`src/rtl/if_pkg.sv`:
```
// rtl/if_pkg.sv - shared types and constants for the instruction fetch stage
package if_pkg;

  localparam logic [31:0] RESET_PC_DEFAULT = 32'h1c000000;
  localparam logic [1:0]  SIZE_WORD        = 2'd2;

  typedef struct packed {
    logic [31:0] pc;
    logic [31:0] inst;
    logic        adef;
  } fetch_entry_t;

endpackage

```
`src/rtl/fetch_fifo.sv`:
```
// rtl/fetch_fifo.sv - synchronous FIFO with flush, used for fetch tags and fetched instructions
module fetch_fifo #(
  parameter int WIDTH = 32,
  parameter int DEPTH = 4,
  localparam int AW = $clog2(DEPTH)
) (
  input  logic             clk,
  input  logic             rst,
  input  logic             flush,
  input  logic             push,
  input  logic [WIDTH-1:0] push_data,
  input  logic             pop,
  output logic [WIDTH-1:0] pop_data,
  output logic [AW:0]      count
);

  logic [WIDTH-1:0] mem_q [DEPTH];
  logic [WIDTH-1:0] mem_d [DEPTH];
  logic [AW-1:0]    wptr_q, wptr_d, rptr_q, rptr_d;
  logic [AW:0]      count_q, count_d;
  logic             do_push, do_pop, empty, full;

  always_comb begin
    empty   = (count_q == '0);
    full    = (count_q == (AW+1)'(DEPTH));
    do_pop  = pop & ~empty;
    // A full FIFO still accepts a push when the head leaves in the same cycle.
    do_push = push & (~full | do_pop);
    mem_d   = mem_q;
    wptr_d  = wptr_q;
    rptr_d  = rptr_q;
    count_d = count_q;
    if (flush) begin
      wptr_d  = '0;
      rptr_d  = '0;
      count_d = '0;
    end else begin
      if (do_push) begin
        mem_d[wptr_q] = push_data;
        wptr_d        = wptr_q + AW'(1);
      end
      if (do_pop) begin
        rptr_d = rptr_q + AW'(1);
      end
      case ({do_push, do_pop})
        2'b10:   count_d = count_q + (AW+1)'(1);
        2'b01:   count_d = count_q - (AW+1)'(1);
        default: count_d = count_q;
      endcase
    end
  end

  always_ff @(posedge clk) begin
    if (!rst) begin
      wptr_q  <= '0;
      rptr_q  <= '0;
      count_q <= '0;
    end else begin
      wptr_q  <= wptr_d;
      rptr_q  <= rptr_d;
      count_q <= count_d;
    end
  end

  always_ff @(posedge clk) begin
    mem_q <= mem_d;
  end

  assign pop_data = mem_q[rptr_q];
  assign count    = count_q;

endmodule

```
`src/rtl/if_stage_buf.sv`:
```
// rtl/if_stage_buf.sv - fetch stage: SRAM request pipeline feeding an instruction buffer
module if_stage_buf
  import if_pkg::*;
#(
  parameter logic [31:0] RESET_PC = RESET_PC_DEFAULT,
  parameter int          DEPTH    = 4
) (
  input  logic        clk,
  input  logic        rst,
  input  logic        out_ready,
  output logic        out_valid,
  output logic [31:0] out_pc,
  output logic [31:0] out_inst,
  output logic        out_adef,
  input  logic        br_taken,
  input  logic [31:0] br_target,
  output logic        inst_sram_req,
  output logic        inst_sram_wr,
  output logic [1:0]  inst_sram_size,
  output logic [3:0]  inst_sram_wstrb,
  output logic [31:0] inst_sram_addr,
  output logic [31:0] inst_sram_wdata,
  input  logic        inst_sram_addr_ok,
  input  logic        inst_sram_data_ok,
  input  logic [31:0] inst_sram_rdata
);

  localparam int CW = $clog2(DEPTH) + 1;

  logic [31:0]   pc_q, pc_d;
  logic          started_q, started_d;
  logic          stall_q, stall_d;
  logic [CW-1:0] inflight_q, inflight_d;
  logic [CW-1:0] discard_q, discard_d;

  logic [CW-1:0] tag_count, buf_count;
  logic [31:0]   tag_head;
  fetch_entry_t  buf_in, buf_head;
  logic [CW:0]   occupancy;
  logic          fetch_ok, aligned, room, hs, rsp, rsp_keep, adef_push;
  logic          buf_push, buf_pop, buf_full, buf_empty;

  always_comb begin
    occupancy = {1'b0, inflight_q} + {1'b0, buf_count};
    room      = occupancy < (CW+1)'(DEPTH);
    aligned   = (pc_q[1:0] == 2'b00);
    buf_full  = (buf_count == CW'(DEPTH));
    buf_empty = (buf_count == '0);
    fetch_ok  = rst & started_q & ~br_taken & ~stall_q;
    inst_sram_req = fetch_ok & aligned & room;
    hs        = inst_sram_req & inst_sram_addr_ok;
    rsp       = inst_sram_data_ok & (inflight_q != '0);
    rsp_keep  = rsp & (discard_q == '0) & ~br_taken;
    adef_push = fetch_ok & ~aligned & ~buf_full & ~rsp_keep;
    buf_push  = rsp_keep | adef_push;
    out_valid = rst & ~buf_empty;
    buf_pop   = out_valid & out_ready;

    buf_in = '{pc: pc_q, inst: 32'h0, adef: 1'b1};
    if (rsp_keep) begin
      buf_in = '{pc: tag_head, inst: inst_sram_rdata, adef: 1'b0};
    end

    started_d = 1'b1;
    pc_d      = pc_q;
    stall_d   = stall_q;
    if (br_taken) begin
      pc_d    = br_target;
      stall_d = 1'b0;
    end else begin
      if (hs)        pc_d    = pc_q + 32'd4;
      if (adef_push) stall_d = 1'b1;
    end

    case ({hs, rsp})
      2'b10:   inflight_d = inflight_q + CW'(1);
      2'b01:   inflight_d = inflight_q - CW'(1);
      default: inflight_d = inflight_q;
    endcase

    // Every outstanding response predates the redirect, so after a flush the
    // drop count is exactly what remains in flight; this also bounds it by DEPTH.
    if (br_taken) begin
      discard_d = inflight_q - CW'(rsp);
    end else begin
      discard_d = discard_q - CW'(rsp && (discard_q != '0));
    end
  end

  always_ff @(posedge clk) begin
    if (!rst) begin
      pc_q       <= RESET_PC;
      started_q  <= 1'b0;
      stall_q    <= 1'b0;
      inflight_q <= '0;
      discard_q  <= '0;
    end else begin
      pc_q       <= pc_d;
      started_q  <= started_d;
      stall_q    <= stall_d;
      inflight_q <= inflight_d;
      discard_q  <= discard_d;
    end
  end

  fetch_fifo #(.WIDTH(32), .DEPTH(DEPTH)) u_tag_fifo (
    .clk       (clk),
    .rst       (rst),
    .flush     (1'b0),
    .push      (hs),
    .push_data (pc_q),
    .pop       (rsp),
    .pop_data  (tag_head),
    .count     (tag_count)
  );

  fetch_fifo #(.WIDTH($bits(fetch_entry_t)), .DEPTH(DEPTH)) u_inst_buf (
    .clk       (clk),
    .rst       (rst),
    .flush     (br_taken),
    .push      (buf_push),
    .push_data (buf_in),
    .pop       (buf_pop),
    .pop_data  (buf_head),
    .count     (buf_count)
  );

  assert property (@(posedge clk) disable iff (!rst) !(inst_sram_data_ok && inflight_q == '0));
  assert property (@(posedge clk) disable iff (!rst) tag_count == inflight_q);

  assign out_pc          = buf_head.pc;
  assign out_inst        = buf_head.inst;
  assign out_adef        = buf_head.adef;
  assign inst_sram_wr    = 1'b0;
  assign inst_sram_size  = SIZE_WORD;
  assign inst_sram_wstrb = 4'b0;
  assign inst_sram_addr  = pc_q;
  assign inst_sram_wdata = 32'h0;

endmodule
```
`config.mk`:
```
export PLATFORM = sky130hd
export DESIGN_NAME = if_stage_buf
export DESIGN_NICKNAME = d
export VERILOG_FILES = /design/src/rtl/if_pkg.sv /design/src/rtl/fetch_fifo.sv /design/src/rtl/if_stage_buf.sv
export SDC_FILE = /design/constraint.sdc
export NUM_CORES = 1
export LEC_CHECK = 0
export ABC_CLOCK_PERIOD_IN_PS = 10600
export BUFFER_PORTS_ARGS = -buffer_cell sky130_fd_sc_hd__buf_2
export CORE_MARGIN = 2
export CORE_UTILIZATION = 44
export CTS_CLUSTER_DIAMETER = 60
export DETAILED_ROUTE_END_ITERATION = 12
export GPL_TIMING_DRIVEN = 0
export PLACE_DENSITY_LB_ADDON = 0.05
export SKIP_CTS_REPAIR_TIMING = 1
export SLEW_MARGIN = 20
export SYNTH_ARGS = -nofsm -noshare
export SYNTH_HDL_FRONTEND = slang
export SYNTH_SLANG_ARGS = --single-unit
```
`constraint.sdc`:
```
create_clock -name clk -period 10.6 [get_ports clk]
set_input_delay 0.53 -clock clk [delete_from_list [all_inputs] [get_ports clk]]
set_output_delay 0.53 -clock clk [all_outputs]
set_load 0.005 [all_outputs]
```
Yosys cells after proc, flatten, opt, wreduce, memory -nomap -nowiden:

Cells that the tools add are included.

* register bits after elaboration: 442
* bits of input ports: 70
* output and inout port bits: 138
* word-level logic and storage cells: 117

* $add $sub $neg: 14
* order comparisons: 7
* equal/unequal tests: 8
* muxes and demuxes: 20
* bitwise gates (word level): 34
* reduce and logical (&&, ||, !) cells: 15

Operator list (number)
* bitwise mux 260 bit: 1
* 2-to-1 mux 65 bit: 4
* 2-to-1 mux 32 bit: 5
* binary-select mux 65 bit (select 2 bit): 1
* demux 65 bit (select 2 bit): 1
* bitwise mux 128 bit: 1
* binary-select mux 32 bit (select 2 bit): 1
* demux 32 bit (select 2 bit): 1
* adder 32 x 3 -> 32 bit (second input constant): 1
* bitwise AND 1 bit: 18
* one-hot mux 3 bit (2 select lines): 3
* >= comparator 3 bit (second input constant): 4
* inverter 2 -> 3 bit: 4
* adder 3 x 1 -> 3 bit (second input constant): 3
* zero test 3 bit: 3
* inverter 1 bit: 9
* subtractor 3 x 1 -> 3 bit (second input constant): 3
* adder 2 x 1 -> 2 bit (second input constant): 4
* nonzero test 2 bit: 4
* == test 2 x 1 -> 1 bit (second input constant): 3
* == test 2 bit (second input constant): 3
* == test 3 bit (second input constant): 2
* < comparator 3 x 1 -> 1 bit (second input constant): 2
* nonzero test 3 bit: 2
* other kinds (10): 15

Depth between registers and ports, before layout:

Gate-level depths: netlist (run 1).

* depth in word-level cells: 10
* gate-level depth with buffers: 13
* mapped depth without buffers: 11

By module:

Synthesis (run 1) repeated with hierarchy kept, for this count alone.

* cell total of the unflattened synthesis: 1028
* area total of the unflattened synthesis: 18195.0 µm²

By module, submodules not included
* fetch_fifo at u_inst_buf: instances 1, cells each 388, area an instance 9844.4 µm², seq. area each 7947.6 µm²
* fetch_fifo at u_tag_fifo: instances 1, cells each 216, area an instance 5067.4 µm², seq. area each 3983.8 µm²
* if_stage_buf: instances 1, cells each 424, area an instance 3283.1 µm², seq. area each 800.8 µm²

Least setup slack after synthesis (run 1):

Ideal clock, no wire load.

* path type: input -> register
* start point: input port inst_sram_data_ok
* end point: register u_inst_buf.mem_q[0] (netlist name) (enable)
* setup time: 430 ps
* data arrival time: 2974 ps
* data required time: 10170 ps
* path slack: 7196 ps
* stages: 5
* buffers on the path: 0
* path through: o31ai_1 -> nor3_1 -> inv_2 -> a2bb2oi_1 -> and2_1

* word-level cells in the longest chain between the ends: 8

RTL lines
* start, declared: line if_stage_buf.sv:24 `input logic inst_sram_data_ok,`
* bitwise AND 1 bit *: line if_stage_buf.sv:52 `rsp = inst_sram_data_ok & (inflight_q != '0);`
* bitwise AND 1 bit * (2 in series): line if_stage_buf.sv:53 `rsp_keep = rsp & (discard_q == '0) & ~br_taken;`
* inverter 1 bit: line if_stage_buf.sv:54 `adef_push = fetch_ok & ~aligned & ~buf_full & ~rsp_keep;`
* bitwise AND 1 bit: line if_stage_buf.sv:54
* bitwise OR 1 bit *: line if_stage_buf.sv:55 `buf_push = rsp_keep | adef_push;`
* bitwise AND 1 bit *: line fetch_fifo.sv:28 `do_push = push & (~full | do_pop);`
* AND reduction 2 bit (no line) *
* end signal, assigned: line fetch_fifo.sv:66 `mem_q <= mem_d;`
* end, declared: line fetch_fifo.sv:17 `logic [WIDTH-1:0] mem_q [DEPTH];`

Every way passes the cells marked *; elsewhere a longest branch is shown, timed or not.
A chain may end at the register's enable or synchronous reset.

Worst setup path after layout (run 1):

* start point: register u_inst_buf.rptr_q[0]
* end point: output port out_pc[3]

* word-level cells in the longest chain between the ends: 4

RTL lines
* start, declared: line fetch_fifo.sv:19 `logic [AW-1:0] wptr_q, wptr_d, rptr_q, rptr_d;`
* start signal, assigned: line fetch_fifo.sv:60 `rptr_q <= rptr_d;`
* inverter 2 -> 3 bit (not written as such): line fetch_fifo.sv:69 `assign pop_data = mem_q[rptr_q];`
* binary-select mux 65 bit (select 2 bit): line fetch_fifo.sv:69
* 2-to-1 mux 65 bit (not written as such) (2 in series): line fetch_fifo.sv:69
* end, declared: line if_stage_buf.sv:12 `output logic [31:0] out_pc,`

No other way between the ends. The select of a mux whose other input is x is not followed.

==> flow_summary_export.csv, run 1 <==
group,metric,value,unit
timing,setup-violations-final,0,
yosys,synth_top_cells_by_area,"edfxtp_1 (65%), mux4_2 (12%), dfxtp_1 (6.0%)",
global_route,number_of_antenna_violations_at_the_first_check_in_global_routing,0,
finish,insertedDiodeCount,0,
placed_design,dp_hpwl,26.34,mm
placed_design,port_buffers,167,
pwr,share_clk_of_total_power,0.439,
timing,worst_slack,7.154,ns
run,drv.max_cap_violation_count,0,
yosys,synth_common_cells,"edfxtp_1 (388), nand2_1 (109), mux4_2 (97)",
timing,final.period_utilization,0.3251,
pwr,pd_cells,174.1,nW/um^2
floorplan,io_pins,208,
global_route,overflow,0,
timing,drv_slew,0,
critical_path,worstSetupStartpointType,"flop",
finish,multi_input_combinational_cell_area,4816,sq um
pwr,vdd.ir_drop.worst,0.08744,mV
yosys,synth_area,18010,sq um
finish,final_design_area_no_fill,21370,sq um
routing,avgViaCountPerCell,5.219,
clock_network,maximum_clock_path_buffer_count,3,
timing,fin_worst_skew,0.01119,ns
clock_network,clkLatencyLatePin,0.56,ns
timing,achievable-frequency,290.2,MHz
yosys,synth_top_cell_by_area,"edfxtp_1",
yosys,asyncSetResetFlopFracSynth,0,
clock_network,cts_max_level,2,
finish,fillCellCount,3410,
floorplan,initial_core_util,0.4431,
finish,area_growth_syn_to_layout,18.67,%
yosys,synth-warning-count,0,
routing,drcViolationCount,0,
critical_path,worst-setup-path-type,"flop to output pin",
pwr,power.switching_fraction,0.2044,
yosys,synth_cell_types,59,
placed_design,placedInstanceArea,19840,sq um
pwr,switchingPower,760.2,uW
finish,ff_latch_area,12730,sq um
floorplan,die_extent_in_x,206.3,um
timing,slew_headroom,0.3106,
routing,drt_pre_antenna_iters,6,
yosys,synth_top_flop_cell,"edfxtp_1",
global_route,grt_max_degree,39,
routing,route.final.wire_length,39.85,mm
clock_network,number_of_buffers_created_by_cts,48,
clock_network,clk_root_buffer_cell,"clkbuf_16",
timing,max_slew.worst_pin.slew,1.034,ns
critical_path,cp_cell_sequence,"clkbuf_1, buf_2, buf_1, mux4_2, buf_2",
finish,instances_no_fill,1908,
yosys,synthesis.instances,1078,
yosys,mean_area_per_synthesized_cell,16.71,sq um
pwr,p_seq_frac,0.522,
floorplan,num_rows,74,
critical_path,critical_path_peak_fanout,10,
yosys,sequential_element_share_of_the_synthesized_area,0.7070,
hold_path,hp-class,"input port to flop",
timing,fin_setup_tns,0,ns
global_route,grt_resource_usage_total,0.1920,
routing,wl_per_cell,20.89,um
floorplan,fp.dieArea,42560,sq um
routing,drt.antenna.violating_nets,0,
critical_path,timing.critical_path.slowest_stage_cell,"buf_1",
yosys,synthDominantCellAreaShare,0.6470,
routing,initialDrtViolationCount,599,
placed_design,pre_cts_slack,7.321,ns
global_route,grt_pass1_vias,10140,
yosys,synth-edff-count,388,
critical_path,cell_seen_most_often_among_critical_path_stages,"buf_2",
floorplan,core-area,40650,sq um
pwr,comb_power_share,0.039,
outcome,status,"finished, final reports clean",
clock_network,tritoncts_clock_tree,"yes",
pwr,cell_internal_pwr,2.960,mW
timing,grt_setup_unrepaired,"no",
finish,design.final.nets,1431,
routing,via_count,9958,
critical_path,endpoint_kind,"output pin",
critical_path,worst_ep_arrival_time,2.92,ns
placed_design,globalplace.congestion,0.8174,
clock_network,path_clk_slew,0.06,ns
timing,hold_viol,0,
timing,fin_crit,3.446,ns
yosys,synth_seq_cells,442,
critical_path,slowest_delay,0.66,ns
clock_network,clock_sinks,442,
critical_path,worst_ep_required_time,10.07,ns
finish,drive_gt1_frac,0.2900,
placed_design,post-place-cells,1822,
global_route,first_pass_grt_wire_length,60.60,mm
pwr,p_leak,7.510,nW
yosys,yosys.cell_count.top_type,"edfxtp_1",
floorplan,floorplan.die.height,206.3,um
[cell type report]
| type | count | share of cell area |
|---|---|---|
| Inverter | 31 | 0.005445 |
| Timing Repair Buffer | 175 | 0.04731 |
| Sequential cell | 442 | 0.5958 |
| Multi-Input combinational cell | 551 | 0.2254 |
| Clock inverter | 19 | 0.01019 |
| Buffer | 91 | 0.02330 |
| Clock buffer | 67 | 0.06148 |
| Tap cell | 532 | 0.03115 |
[stage by stage]
step,utilization,power [mW],hold slack [ns]
2_1_floorplan,-,2.052,0.4325
3_3_place_gp,0.4834,2.123,0.4607
3_5_place_dp,0.4881,2.125,0.4700
4_1_cts,0.5258,3.758,0.1259
5_1_grt,0.5258,3.848,0.1349
6_report,0.5258,3.720,0.1538
[layout by cell type, fill, tap and decap left out, drive strengths merged, types with 11 or more instances in the layout]
cell type    n
a21oi       23
and2        47
buf        229
clkbuf     104
clkinv      14
conb        39
dfxtp       54
edfxtp     388
ha          18
inv         30
mux4        97
nand2      109
nand3       17
nor2        38
nor3        17
o21ai       27
xor2        11
[final timing paths]
kind         slack [ns]  depth (start not counted)                  end                 start
min reg2reg        0.48                          2              stall_q               stall_q
min                0.15                          1            started_q                   rst
max                7.15                          5            out_pc[3]  u_inst_buf.rptr_q[0]
max reg2reg        7.44                         11  u_inst_buf.count[2]         inflight_q[2]
[registers in the layout (all words and copies together), names as in the netlist]
signal / count
u_inst_buf.wptr_q: 2
discard_q: 3
u_tag_fifo.wptr_q: 2
inflight_q: 3
stall_q: 1
inst_sram_addr: 32
u_inst_buf.mem_q: 260
u_tag_fifo.count: 3
u_tag_fifo.rptr_q: 2
u_inst_buf.rptr_q: 2
started_q: 1
u_tag_fifo.mem_q: 128
u_inst_buf.count: 3
[kinds of logic after synthesis]
family | synth area share
DFF | 0.7070
and+or+nand+nor | 0.07552
buffers and inverters | 0.03411
muxes | 0.1252
AOI/OAI and AO/OA | 0.03314
adders and majority gates | 0.01584
xor gates and xnor gates | 0.008754
other | 0.0004170
[routing by layer]
metal / GRT usage / wire [um]
met5: 0 / 0
met3: 0.03816 / 2375
met2: 0.3056 / 18540
met4: 0.04745 / 687
met1: 0.2732 / 18250
[power groups by stage]
stage	logic [mW]	registers [mW]	clock network, mW
2_1_floorplan	0.0838	1.97	0
3_3_place_gp	0.143	1.98	0
3_5_place_dp	0.146	1.98	0
4_1_cts	0.147	1.94	1.67
5_1_grt	0.163	1.95	1.74
6_report	0.145	1.94	1.63
[critical path: cells and delay by family, from the launching register on]
family / cells / cell delay [ns]
buffers and inverters: 4 / 1.43
muxes: 1 / 0.61
DFF: 1 / 0.30
(Power assumes the default switching activity.)
==> run 2, diff against run 1 <==
Settings changed: ABC_CLOCK_PERIOD_IN_PS 10600 to 3000.
Clock period 10.6 ns to 3 ns, I/O delays scaled along.
==> run 2 against run 1 <==
  * Critical endpoint is now inflight_q[2]
  * Sequential power increased to 3.5 times the previous value
  * First-iteration DRC count increased by 24%
  * Hold slack got worse by 0.061 ns
  * Register-to-register slack got worse by 7.3 ns
  * Critical path type is now flop to flop
  * Worst setup slack got worse by 7.0 ns
==> flow_summary_export.csv, run 2 (synthesis results as in run 1) <==
group,metric,value,unit
outcome,status,"finished, final reports clean",
timing,hold_viol,0,
finish,insertedDiodeCount,0,
routing,route.final.wire_length,41.95,mm
floorplan,initial_core_util,0.4431,
routing,wl_per_cell,21.23,um
clock_network,path_clk_slew,0.06,ns
global_route,first_pass_grt_wire_length,60.87,mm
run,drv.max_cap_violation_count,0,
global_route,number_of_antenna_violations_at_the_first_check_in_global_routing,3,
timing,achievable-frequency,348.4,MHz
global_route,overflow,0,
floorplan,floorplan.die.height,206.3,um
hold_path,hp-class,"input port to flop",
pwr,pd_cells,597.3,nW/um^2
floorplan,io_pins,208,
floorplan,num_rows,74,
finish,utilization,0.5442,
finish,design.final.nets,1496,
pwr,total_power,13.21,mW
routing,drt_pre_antenna_iters,7,
timing,grt_setup_unrepaired,"yes",
pwr,p_leak,7.808,nW
placed_design,globalplace.congestion,0.8113,
routing,avgViaCountPerCell,5.243,
critical_path,endpoint_kind,"flop",
timing,setup-violations-final,0,
timing,final.period_utilization,0.9567,
floorplan,fp.dieArea,42560,sq um
critical_path,critical_path_peak_fanout,10,
clock_network,clk_root_buffer_cell,"clkbuf_16",
critical_path,worst-setup-path-type,"flop to flop",
routing,drt.antenna.violating_nets,0,
finish,area_growth_syn_to_layout,22.82,%
clock_network,clkLatencyLatePin,0.58,ns
floorplan,core-area,40650,sq um
routing,via_count,10360,
timing,max_slew.worst_pin.slew,1.006,ns
finish,layout.cells.most_common,"edfxtp_1",
clock_network,clock_sinks,442,
placed_design,dp_hpwl,27.06,mm
global_route,grt_resource_usage_total,0.1945,
finish,most-common-layout-cells,"edfxtp_1 (388), buf_2 (170), nand2_1 (109)",
clock_network,tritoncts_clock_tree,"yes",
finish,largest_reg_flops,260,
clock_network,maximum_clock_path_buffer_count,3,
critical_path,worst_ep_arrival_time,3.37,ns
global_route,grt_pass1_vias,10070,
clock_network,number_of_buffers_created_by_cts,47,
finish,drive_gt1_frac,0.2860,
timing,fin_worst_skew,0.01366,ns
floorplan,die_extent_in_x,206.3,um
timing,fin_crit,2.870,ns
pwr,vdd.ir_drop.worst,0.4135,mV
global_route,grt_max_degree,45,
critical_path,worst_ep_required_time,3.50,ns
finish,registers.top_by_ff_count,"u_inst_buf.mem_q",
clock_network,cts_max_level,2,
timing,drv_slew,0,
routing,initialDrtViolationCount,745,
routing,drcViolationCount,0,
critical_path,worstSetupStartpointType,"flop",
timing,timing.hold.ws,0.09271,ns
timing,slew_headroom,0.3296,
placed_design,port_buffers,167,
run 2: routing by layer:
layer | up-vias | track usage | part of all wire
li1 | 4767 | - | -
met1 | 5229 | 0.2779 | 0.46
met2 | 312 | 0.3099 | 0.47
met3 | 53 | 0.03564 | 0.055
met4 | 0 | 0.04974 | 0.016
met5 | - | 0 | 0
run 2: critical path: stages, from the launching register on:
cell and delay, ns:
dfxtp_1 0.36, ha_1 0.29, nand3_1 0.10, and4_1 0.21, buf_4 0.18, and2_1 0.16
buf_4 0.19, inv_8 0.11, ha_2 0.19, inv_1 0.05, fa_1 0.37, xor2_1 0.16
or3_1 0.30, a21oi_1 0.13
run 2: path summary, 6_finish.rpt:
| check | endpoint | slack [ns] | depth (start not counted) | start |
|---|---|---|---|---|
| worst max-delay path | inflight_q[2] | 0.13 | 13 | inflight_q[1] |
| worst min-delay path | u_tag_fifo.rptr_q[0] | 0.09 | 5 | inst_sram_data_ok |
| worst max register to register | inflight_q[2] | 0.13 | 13 | inflight_q[1] |
| worst min register to register | stall_q | 0.50 | 2 | stall_q |
run 2: final cells by class:
type,instances,area [sq um]
Buffer,90,505.5
Clock buffer,66,1299
Clock inverter,22,237.7
Fill cell,3333,18530
Inverter,31,123.9
Multi-Input combinational cell,553,4871
Sequential cell,442,12730
Tap cell,532,665.6
Timing Repair Buffer,240,1684
run 2: metrics by stage:
step,instances,setup WS [ns],area [sq um],TNS (ns)
floorplan,1115,0.2689,18150,0
global placement,1814,-0.9427,19650,-321.55
detailed placement,1822,-0.2441,19860,-36.91
CTS,1910,-0.2655,21400,-40.65
global route,1976,-0.02061,22120,-0.02061
finish,1976,0.1300,22120,0
run 2: where the power goes:
group	switching [mW]	internal, mW
registers	0.104	6.76
clock network	2.37	3.39
logic	0.311	0.283
